===== src/rtl/uart_rx.sv =====
// uart_rx: 8N1 UART receiver on an oversampled baud tick, with a one-entry valid/ready holding register.
// Optional feature macro UART_RX_MAJORITY_EN: decision sample is the 2-of-3 majority of recent synced samples.
module uart_rx #(
    parameter int unsigned OVERSAMPLE = 8,
    parameter int unsigned DATA_BITS  = 8
) (
    input  logic                 clk,
    input  logic                 rst,
    input  logic                 baud_tick,
    input  logic                 rx_serial,
    output logic [DATA_BITS-1:0] rx_data,
    output logic                 rx_valid,
    input  logic                 rx_ready,
    output logic                 frame_err,
    output logic                 overrun,
    output logic                 busy
);

    localparam int unsigned TICK_W = $clog2(OVERSAMPLE);
    localparam int unsigned BIT_W  = $clog2(DATA_BITS + 1);

    localparam logic [TICK_W-1:0] HALF_LAST = TICK_W'(OVERSAMPLE / 2 - 1);
    localparam logic [TICK_W-1:0] FULL_LAST = TICK_W'(OVERSAMPLE - 1);
    localparam logic [BIT_W-1:0]  LAST_BIT  = BIT_W'(DATA_BITS - 1);

    typedef enum logic [1:0] {
        IDLE,
        START,
        DATA,
        STOP
    } state_t;

    state_t                state;
    logic [TICK_W-1:0]     tick_cnt;
    logic [BIT_W-1:0]      bit_cnt;
    logic [DATA_BITS-1:0]  shift_q;
    logic                  done_q;

    logic                  sync_meta;
    logic                  sync_q;
    logic                  prev_q;
    logic                  decision;

    // Two-flop synchronizer plus the previous tick's sample for edge detection.
    always_ff @(posedge clk) begin
        if (rst) begin
            sync_meta <= 1'b1;
            sync_q    <= 1'b1;
            prev_q    <= 1'b1;
        end else begin
            sync_meta <= rx_serial;
            sync_q    <= sync_meta;
            if (baud_tick) begin
                prev_q <= sync_q;
            end
        end
    end

`ifdef UART_RX_MAJORITY_EN
    // The two older samples; together with sync_q they form the three-sample window.
    logic [1:0] hist_q;

    always_ff @(posedge clk) begin
        if (rst) begin
            hist_q <= 2'b11;
        end else if (baud_tick) begin
            hist_q <= {hist_q[0], sync_q};
        end
    end

    assign decision = (hist_q[1] & hist_q[0]) | (hist_q[1] & sync_q) | (hist_q[0] & sync_q);
`else
    assign decision = sync_q;
`endif

    // Frame FSM: start validation at mid start bit, then one sample per bit period.
    always_ff @(posedge clk) begin
        if (rst) begin
            state     <= IDLE;
            tick_cnt  <= '0;
            bit_cnt   <= '0;
            shift_q   <= '0;
            done_q    <= 1'b0;
            frame_err <= 1'b0;
            busy      <= 1'b0;
        end else begin
            done_q    <= 1'b0;
            frame_err <= 1'b0;
            if (baud_tick) begin
                unique case (state)
                    IDLE: begin
                        if (prev_q && !sync_q) begin
                            state    <= START;
                            tick_cnt <= '0;
                            busy     <= 1'b1;
                        end
                    end
                    START: begin
                        if (tick_cnt == HALF_LAST) begin
                            if (decision) begin
                                state <= IDLE;
                                busy  <= 1'b0;
                            end else begin
                                state    <= DATA;
                                tick_cnt <= '0;
                                bit_cnt  <= '0;
                            end
                        end else begin
                            tick_cnt <= tick_cnt + TICK_W'(1);
                        end
                    end
                    DATA: begin
                        if (tick_cnt == FULL_LAST) begin
                            shift_q  <= {decision, shift_q[DATA_BITS-1:1]};
                            tick_cnt <= '0;
                            bit_cnt  <= bit_cnt + BIT_W'(1);
                            if (bit_cnt == LAST_BIT) begin
                                state <= STOP;
                            end
                        end else begin
                            tick_cnt <= tick_cnt + TICK_W'(1);
                        end
                    end
                    STOP: begin
                        if (tick_cnt == FULL_LAST) begin
                            state    <= IDLE;
                            busy     <= 1'b0;
                            tick_cnt <= '0;
                            if (decision) begin
                                done_q <= 1'b1;
                            end else begin
                                frame_err <= 1'b1;
                            end
                        end else begin
                            tick_cnt <= tick_cnt + TICK_W'(1);
                        end
                    end
                endcase
            end
        end
    end

    // Holding register: a completed frame loads one clk after the stop sample if there is room.
    always_ff @(posedge clk) begin
        if (rst) begin
            rx_data  <= '0;
            rx_valid <= 1'b0;
            overrun  <= 1'b0;
        end else if (done_q && (!rx_valid || rx_ready)) begin
            rx_data  <= shift_q;
            rx_valid <= 1'b1;
        end else begin
            if (done_q) begin
                overrun <= 1'b1;
            end
            if (rx_valid && rx_ready) begin
                rx_valid <= 1'b0;
            end
        end
    end

endmodule


===== config.mk =====
export PLATFORM = sky130hd
export DESIGN_NAME = uart_rx
export DESIGN_NICKNAME = d
export VERILOG_FILES = /design/src/rtl/uart_rx.sv
export SDC_FILE = /design/constraint.sdc
export NUM_CORES = 1
export LEC_CHECK = 0
export ABC_AREA = 1
export ABC_CLOCK_PERIOD_IN_PS = 2900
export BUFFER_PORTS_ARGS = -buffer_cell sky130_fd_sc_hd__buf_2
export CORE_UTILIZATION = 58
export DETAILED_ROUTE_END_ITERATION = 7
export GPL_TIMING_DRIVEN = 0
export PLACE_DENSITY = 0.79
export SYNTH_ARGS = -nofsm -noshare
export SYNTH_HDL_FRONTEND = slang
export SYNTH_SLANG_ARGS = --single-unit
export TNS_END_PERCENT = 20

===== constraint.sdc =====
create_clock -name clk -period 2.9 [get_ports clk]
set_input_delay 0.145 -clock clk [delete_from_list [all_inputs] [get_ports clk]]
set_output_delay 0.145 -clock clk [all_outputs]
set_load 0.1 [all_outputs]

==> summary.txt <==
Finish
  – Ant diodes: 0
  – Area Growth Syn to Fin: 12.3%
  – Post-layout net count: 229
  – Final Cell Area: about 1600 µm²
  – Ratio of cells with drive above 1 in the final layout: roughly 15%

Worst setup path
  – Worst Setup End Kind: register
  – Critical Path Start Type: register
  – Critical Path RT: 3140 ps
  – Critical R2R Launch: tick_cnt[0]
  – Crit path from: tick_cnt[0]
  – Critical path fanouts, max: 4
  – Reg-to-reg setup timing slack: roughly 1300 ps
  – Reg2reg path depth: 9
  – Setup CP Type: reg -> reg
  – Critical path data arrival time: 1830 ps

Die
  – Total die area: 2670 µm²
  – Width of the chip: 51.6 µm
  – Die H: 51.6 µm
  – Top Ports: 17
  – Initial core utilization: a little over three fifths
  – FP Rows: 17
  – Core area: 2280 µm²

Timing
  – Worst Tran Pin Value: slightly below 500 ps
  – Hold Fails Final Rpt: 0
  – Crit share post-route: a little over half
  – Clock Skew: 6.10 ps
  – Endpoints failing setup: 0
  – Fmax: 0.629 GHz
  – Final Max Tran Viols: 0
  – Max-slew headroom: 67.8%
  – Setup_tns: 0 ps
  – Unrepaired setup endpoints after global routing: no
  – Min Tclk post-route: 1590 ps

Logic synthesis
  – Synth Area per Inst: 7.29 µm²
  – Top cells by area, synth: dfxtp_1, nor2_1, nand2_1, o21ai_0, ha_1
  – Yosys cell types: 20
  – Post-synth top area share: 46.2%
  – Syn Nets: around 210
  – Yosys top cell by area: dfxtp_1
  – Sequential fraction of the synthesis area: 46.2%
  – Post-synthesis cell area: roughly 1400 µm²
  – Gate Count Post-Synth: 196
  – Syn. warnings: 0
  – Post-synthesis register bit count: 33

Place
  – Buffers on Ports: 15
  – Gpl congestion: roughly 0.86
  – DP Area: 1540 µm²
  – Hpwl dp: ~2000 µm

Hold path
  – Hold Startpoint: rx_ready
  – Hold EP: overrun
  – Hold path depth: 4
  – Hold Path Class: in -> reg

Pwr
  – Leakage: between 0.7 and 0.8 nW
  – Power, Total: just over 900 µW
  – Max IR drop VDD: approximately 0.53 mV
  – Pwr Density: 567 nW/µm²

CTS
  – Clk sink count: 33
  – CTS H-Tree Depth: 2
  – Post-CTS Setup Inserts: 0
  – Max clock buf depth: 2
  – CTS tree: yes
  – Root buffer cell: clkbuf_4
  – Worst skew pair latency: 340 ps
  – Clk pin slew, worst setup/hold paths: 100 ps
  – CTS buffer count: 5

GRT
  – Pin count of the biggest net entering global routing: 11
  – Number of global-route vias before repair: ~1000
  – Initial antenna violation count: 0
  – Total gr overflow: 0
  – First-pass GRT wire length: 4490 µm
  – Total GRT Usage: 23.3%

Drt
  – Routed via count: 1277
  – DRT antenna net count: 0
  – Wirelength per Cell: 11.0 µm
  – Pre-antenna DRT Iters: 4
  – Via density: between 5 and 6
  – Iter 0 DRT Violations: 41
  – Final wirelength: 2710 µm
  – # DRC: 0

Status
  – Status: completed

Run
  – Max-cap viol count: 0
[how the worst max path moves through the flow]
| stage | to | slack, ps | cells after the start |
|---|---|---|---|
| global route | register | 1170 | 9 |
| detailed placement | register | 1370 | 9 |
| global placement | register | 1400 | 9 |
| floorplan | rx_data[0] | 1200 | 5 |
| finish | register | 1310 | 9 |
| CTS | register | 1340 | 9 |
[area by class of cell]
cell class | count | area (µm²)
fill | 185 | 672
buffer | 5 | 36.3
multi-input combinational | 142 | 672
inverter | 16 | 60.1
clock buffer | 7 | 55.1
timing repair buffer | 16 | 85.1
tap | 28 | 35.0
sequential | 33 | 661
[registers in the layout (all words and copies together), names as in the netlist, 3 cells and up, named ones only]
register  cells
bit_cnt       4
rx_data       8
shift_q       8
tick_cnt      3
[power breakdown]
| part | internal, mW | total, mW | switching, mW | leakage, nW |
|---|---|---|---|---|
| clock network | 0.114 | 0.264 | 0.149 | 0.0314 |
| logic | 0.0521 | 0.162 | 0.110 | 0.421 |
| registers | 0.470 | 0.483 | 0.0132 | 0.267 |
[cells in the mapped netlist, drive strengths merged]
master and count:
nor2 51, nand2 34, dfxtp 33, o21ai 22, inv 16, nand3 13
a21oi 9, ha 5, buf 4, nand4 3, nor3 2, or2 2
clkbuf 1, xnor2 1
[cells in the final DEF (no fill, tap or decap), types with 2 or more instances in the layout]
cell type and instances:
or2_2 2, clkbuf_4 5, buf_2 17, clkbuf_1 2
buf_6 2, nor2_1 50, dfxtp_1 33, o21ai_0 22
ha_1 5, nand2_1 33, nand3_1 12, nand4_1 3
inv_1 14, inv_2 2, a21oi_1 9
[metrics by stage]
step	setup slack [ps]	hold slack (ps)	utilization (%)	cells
CTS	1340	87.3	70.5	247
global placement	1400	327	67.6	239
global route	1170	98.7	70.5	247
floorplan	1200	249	-	196
finish	1310	88.5	70.5	247
detailed placement	1370	335	67.6	239
[routing by layer]
layer	up-vias	GRT usage, %	wire [µm]
met2	36	38.1	1350
met1	560	27.3	1160
met4	0	13.5	52
met5	-	0	0
met3	7	6.14	154
li1	674	-	-
[kinds of logic (layout without fill, tap and decap cells)]
logic type	after synthesis	in the layout	share of synthesized area, %
AOI/OAI and AO/OA	31	31	10.9
adders and majority gates	5	5	4.38
and+or+nand+nor	105	105	31.2
DFF	33	33	46.2
xor gates and xnor gates	1	1	0.613
buffers and inverters	21	44	6.74
[critical path, cell delays in order, from the launching register on]
cell and delay [ps]:
dfxtp_1 360, ha_1 220, ha_1 170, inv_1 60, nand3_1 140, nand2_1 130
nor2_1 150, nand3_1 110, nand3_1 90, nand2_1 50
[what timing repair did]
| item | CTS | global route |
|---|---|---|
| endpoints found under the hold margin | 1 | 0 |
| hold buffers | 1 | 0 |
| resized for setup | 0 | 0 |
Note: power is estimated with default switching activity, not from simulation.
